==> src/rtl/reg_file_pkg.sv <==
// reg_file_pkg: shared sizing constants and register-index type for the register file
package reg_file_pkg;
  localparam int DATA_W = 32;
  localparam int ADDR_W = 5;
  localparam int NREGS = 2 ** ADDR_W;
  typedef logic [ADDR_W-1:0] reg_idx_t;
endpackage

==> src/rtl/mux32_to_1.sv <==
// mux32_to_1: 32-way word selector used for each register-file read port
module mux32_to_1
  import reg_file_pkg::*;
#(
  parameter int W = 32
) (
  input  logic [31:0][W-1:0] i_in,
  input  reg_idx_t           i_sel,
  output logic [W-1:0]       o_out
);
  assign o_out = i_in[i_sel];
endmodule

==> src/rtl/reg_file_core.sv <==
// reg_file_core: 32-entry register file with write-through reads and a pending-producer scoreboard
module reg_file_core
  import reg_file_pkg::*;
#(
  parameter int DATA_W = reg_file_pkg::DATA_W,
  parameter int ADDR_W = reg_file_pkg::ADDR_W
) (
  input  logic              clk,
  input  logic              rst,
  input  logic              wr_en,
  input  logic [ADDR_W-1:0] wr_addr,
  input  logic [DATA_W-1:0] wr_data,
  input  logic              rsv_en,
  input  logic [ADDR_W-1:0] rsv_addr,
  input  logic [ADDR_W-1:0] rd_addr_a,
  input  logic [ADDR_W-1:0] rd_addr_b,
  output logic [DATA_W-1:0] rd_data_a,
  output logic [DATA_W-1:0] rd_data_b,
  output logic              pend_a,
  output logic              pend_b,
  output logic [ADDR_W:0]   busy_cnt
);
  localparam int NR = 2 ** ADDR_W;
  logic [NR-1:0][DATA_W-1:0] r_regs;
  logic [NR-1:0]             r_pend;
  logic [ADDR_W:0]           r_busy;
  logic [NR-1:0]             w_pend_nx;
  logic [ADDR_W:0]           w_busy_nx;
  logic [DATA_W-1:0]         w_mux_a;
  logic [DATA_W-1:0]         w_mux_b;
  // set is applied after clear so a same-cycle reservation beats the write-back
  always_comb begin
    w_pend_nx = r_pend;
    if (wr_en) w_pend_nx[wr_addr] = 1'b0;
    if (rsv_en) w_pend_nx[rsv_addr] = 1'b1;
    w_pend_nx[0] = 1'b0;
    w_busy_nx = '0;
    for (int i = 1; i < NR; i++) w_busy_nx = w_busy_nx + (ADDR_W + 1)'(w_pend_nx[i]);
  end
  always_ff @(posedge clk) begin
    if (rst) begin
      r_regs <= '0;
      r_pend <= '0;
      r_busy <= '0;
    end else begin
      if (wr_en && wr_addr != '0) r_regs[wr_addr] <= wr_data;
      r_pend <= w_pend_nx;
      r_busy <= w_busy_nx;
    end
  end
  mux32_to_1 #(.W(DATA_W)) u_mux_a (.i_in(r_regs), .i_sel(rd_addr_a), .o_out(w_mux_a));
  mux32_to_1 #(.W(DATA_W)) u_mux_b (.i_in(r_regs), .i_sel(rd_addr_b), .o_out(w_mux_b));
  assign rd_data_a = (rd_addr_a == '0) ? '0 : (wr_en && wr_addr == rd_addr_a) ? wr_data : w_mux_a;
  assign rd_data_b = (rd_addr_b == '0) ? '0 : (wr_en && wr_addr == rd_addr_b) ? wr_data : w_mux_b;
  assign pend_a = (rd_addr_a != '0) && r_pend[rd_addr_a];
  assign pend_b = (rd_addr_b != '0) && r_pend[rd_addr_b];
  assign busy_cnt = r_busy;
endmodule

==> config.mk <==
export PLATFORM = sky130hd
export DESIGN_NAME = reg_file_core
export DESIGN_NICKNAME = d
export VERILOG_FILES = /design/src/rtl/reg_file_pkg.sv /design/src/rtl/mux32_to_1.sv /design/src/rtl/reg_file_core.sv
export SDC_FILE = /design/constraint.sdc
export NUM_CORES = 2
export LEC_CHECK = 0
export BUFFER_PORTS_ARGS = -buffer_cell sky130_fd_sc_hd__buf_2
export CORE_UTILIZATION = 57
export DETAILED_ROUTE_END_ITERATION = 12
export GPL_TIMING_DRIVEN = 0
export PLACE_DENSITY = 0.77
export SLEW_MARGIN = 10
export SYNTH_ARGS = -nofsm -noshare
export SYNTH_HDL_FRONTEND = slang
export SYNTH_SLANG_ARGS = --single-unit
==> constraint.sdc <==
create_clock -name clk -period 6.4 [get_ports clk]
set_input_delay 0.64 -clock clk [delete_from_list [all_inputs] [get_ports clk]]
set_output_delay 0.64 -clock clk [all_outputs]
set_load 0.02 [all_outputs]
==> metrics <==
status complete, but fails checks; violated checks capacitance limit, slew limit; flip-flop and latch count after synthesis 1061; placer's final routability congestion estimate 1.12; number of global-route vias before repair 51100; path type of the worst min-delay path in2reg; number of buffers added by the clock tree synthesis step 113; Buf+Inv Stages, Crit Path 5; number of distinct library cells after synthesis 51; detailed router's first-iteration violation count 10800; vertical die dimension 311 µm; effective utilization at floorplan 57.8%; number of placement rows 112; unrepaired setup endpoints after global routing false; final cycle utilization of the critical path 98.5%; remaining number of nets flagged by the antenna check after routing 0; GRT Overall Usage 57.9%; TritonCTS clock tree yes; Util after Layout 64.4%; clock sink count 1061; endpoint class of the critical path register; Power Density 260 mW/mm²; total detailed-routing wirelength 288 mm; number of antenna violations at the first check in global routing 27; delay of the slowest critical-path stage 0.63 ns; average routed wire per standard cell 37.6 µm; data required time at the worst endpoint 6.97 ns; post-CTS setup buffer count 0; relative slew slack -4.13%; Synth Instances 6086; Clk pin slew, worst setup/hold paths 0.06 ns; Final Max Tran Viols 11; post-detailed-route via-to-cell ratio 7.32; width of the die 311 µm; number of nets in the finished design 6376; total power 15.7 mW; gate family responsible for the most delay along the worst path adder cells; Max FO, Critical Path 8; kind of critical path in2reg; number of buffers inserted by port buffering 85; max frequency 159 MHz; Layout Area Growth over Synthesis 11.4%; final setup TNS 0 ns; number of warning messages in the yosys log 0; Total Die Area 0.0965 mm²; sequential fraction of the synthesis area 39.1%; maximum vdd ir drop 0.230 mV; number of max-capacitance violations reported 1; number of levels the H-tree was split into 3; remaining routing DRC violations 0; fraction of layout instances using a drive strength above 1 16.3%; most common library cell in the layout ignoring fill and taps nand2_1; number of nets in the synthesized netlist 6172; global-route congestion overflow total 0; highest-count cells in the layout ignoring fill and taps nand2_1, dfxtp_1, a21oi_1, mux4_2, clkbuf_1; most numerous cell on the critical path fa_1; Final Hold Vio Count 0; pin count of the biggest net entering global routing 18; Detailed Place HPWL 209 mm; cells along the critical path buf_2 > nor3b_4 > nand2_1 > a22o_1 > fa_1 > fa_1 > fa_1 > fa_1 > inv_1 > fa_1 > fa_1 > inv_1 > fa_1 > inv_1 > fa_1 > inv_1 > a21o_1 > a21oi_1 > xor2_1 > nor2_1; cell leakage power 20.3 nW; global-route wire length before repair 389 mm; router iterations before antenna repair 9; Netlist Area Pre-Place 0.0543 mm²; critical path startpoint category primary input; clock latency reported for the late side of the worst-skew pair 0.78 ns; # setup viols final 0; Critical Path Slowest Stage Cell nand2_1; number of buffers inserted for hold repair after clock tree synthesis 0; minimum clock period after layout 6.31 ns; total via count in the routed design 56000; slew at the pin closest to its max-slew limit 1.56 ns; maximum root-to-sink buffer count 3; final setup skew 0.0355 ns; Avg Synthesized Cell Area 8.92 µm²; arrival time worst endpoint 6.87 ns; core footprint 0.0939 mm²; buffer type at the clock tree root clkbuf_16; # IOs 128
## cells in the mapped netlist, drive strengths merged
library cell	n	share of area, %
nor3	5	0.055
and4	1	0.016
o22ai	72	0.83
o221ai	7	0.11
o31ai	2	0.028
and3b	7	0.11
o211ai	16	0.22
or2	6	0.069
xor2	4	0.065
ha	7	0.16
nand3b	2	0.028
mux2i	176	3.2
dfxtp	1061	39
inv	23	0.16
nand2	2063	14
nor2	97	0.67
buf	217	2.3
or3b	2	0.032
nand2b	3	0.035
a221oi	5	0.081
a21oi	1030	9.5
nor3b	10	0.15
o221a	18	0.37
and2	7	0.081
mux4	486	20
xnor2	8	0.13
mux2	4	0.083
nor4b	1	0.016
fa	23	0.85
or3	1	0.012
nand4	2	0.023
a221o	14	0.26
a32o	31	0.57
a22o	15	0.24
and3	5	0.058
a2111oi	1	0.016
o21ba	1	0.018
nor2b	58	0.67
a21o	2	0.028
clkbuf	427	3.0
nand3	13	0.12
a22oi	141	2.0
o21ai	12	0.11
## final timing paths
kind | startpoint | endpoint | slack [ns] | depth (start not counted)
setup / recovery | wr_en | busy_cnt[4] | 0.09 | 20
hold / removal | wr_data[24] | r_regs[120] | 0.19 | 3
setup reg to reg | r_pend[28] | busy_cnt[4] | 1.06 | 18
hold reg to reg | r_regs[631] | r_regs[631] | 0.47 | 2
## tightest hold or removal path, cell delays in order
cell and delay [ns]:
clkbuf_2 0.13, nand2_1 0.07, a21oi_1 0.05
## cell families after synthesis
| kind of cell | after synthesis | share of synthesized area (%) |
|---|---|---|
| compound gates | 1367 | 14.3 |
| xor+xnor | 12 | 0.194 |
| fa+ha+maj | 30 | 1.01 |
| buf+inv | 667 | 5.42 |
| flops | 1061 | 39.1 |
| mux | 666 | 23.5 |
| simple gates | 2283 | 16.4 |
## power by group
part | switching (mW) | internal [mW]
registers | 0.0404 | 6.65
clock network | 3.07 | 4.11
logic | 1.43 | 0.443
## repair_timing
item / CTS / global route
gates cloned: 0 / 0
setup endpoints to repair: 2 / 2
hold endpoints to repair: 0 / 0
gates resized for setup: 6 / 11
## area by class of cell
type                       count  area [µm²]
timing repair buffer          89         478
clock buffer                 171        3400
inverter                      23        86.3
clock inverter                37         599
fill                        7920       33400
buffer                       644        2870
sequential                  1061       21200
multi-input combinational   4358       30200
antenna                       17        42.5
tap                         1254        1570
## metal layers
layer | part of all wire [%] | GRT usage (%)
met5 | 0.11 | 1.43
met2 | 39 | 77.6
met4 | 11 | 47.5
met3 | 19 | 31.6
met1 | 32 | 67.3
## per-stage QoR
stage	setup WS (ns)	hold slack, ns	cell area (µm²)	instances
finish	0.0946	0.185	60500	7654
global route	0.0425	0.222	60400	7638
CTS	0.0446	0.184	60400	7637
detailed placement	-0.975	0.454	56400	7429
global placement	-0.967	0.448	56300	7425
floorplan	0.311	0.443	54300	6086
## registers in the layout, summed over array words and instances (netlist names)
| register | count |
|---|---|
| busy_cnt | 6 |
| r_regs | 1024 |
| r_pend | 31 |
Note: power is estimated with default switching activity, not from simulation.
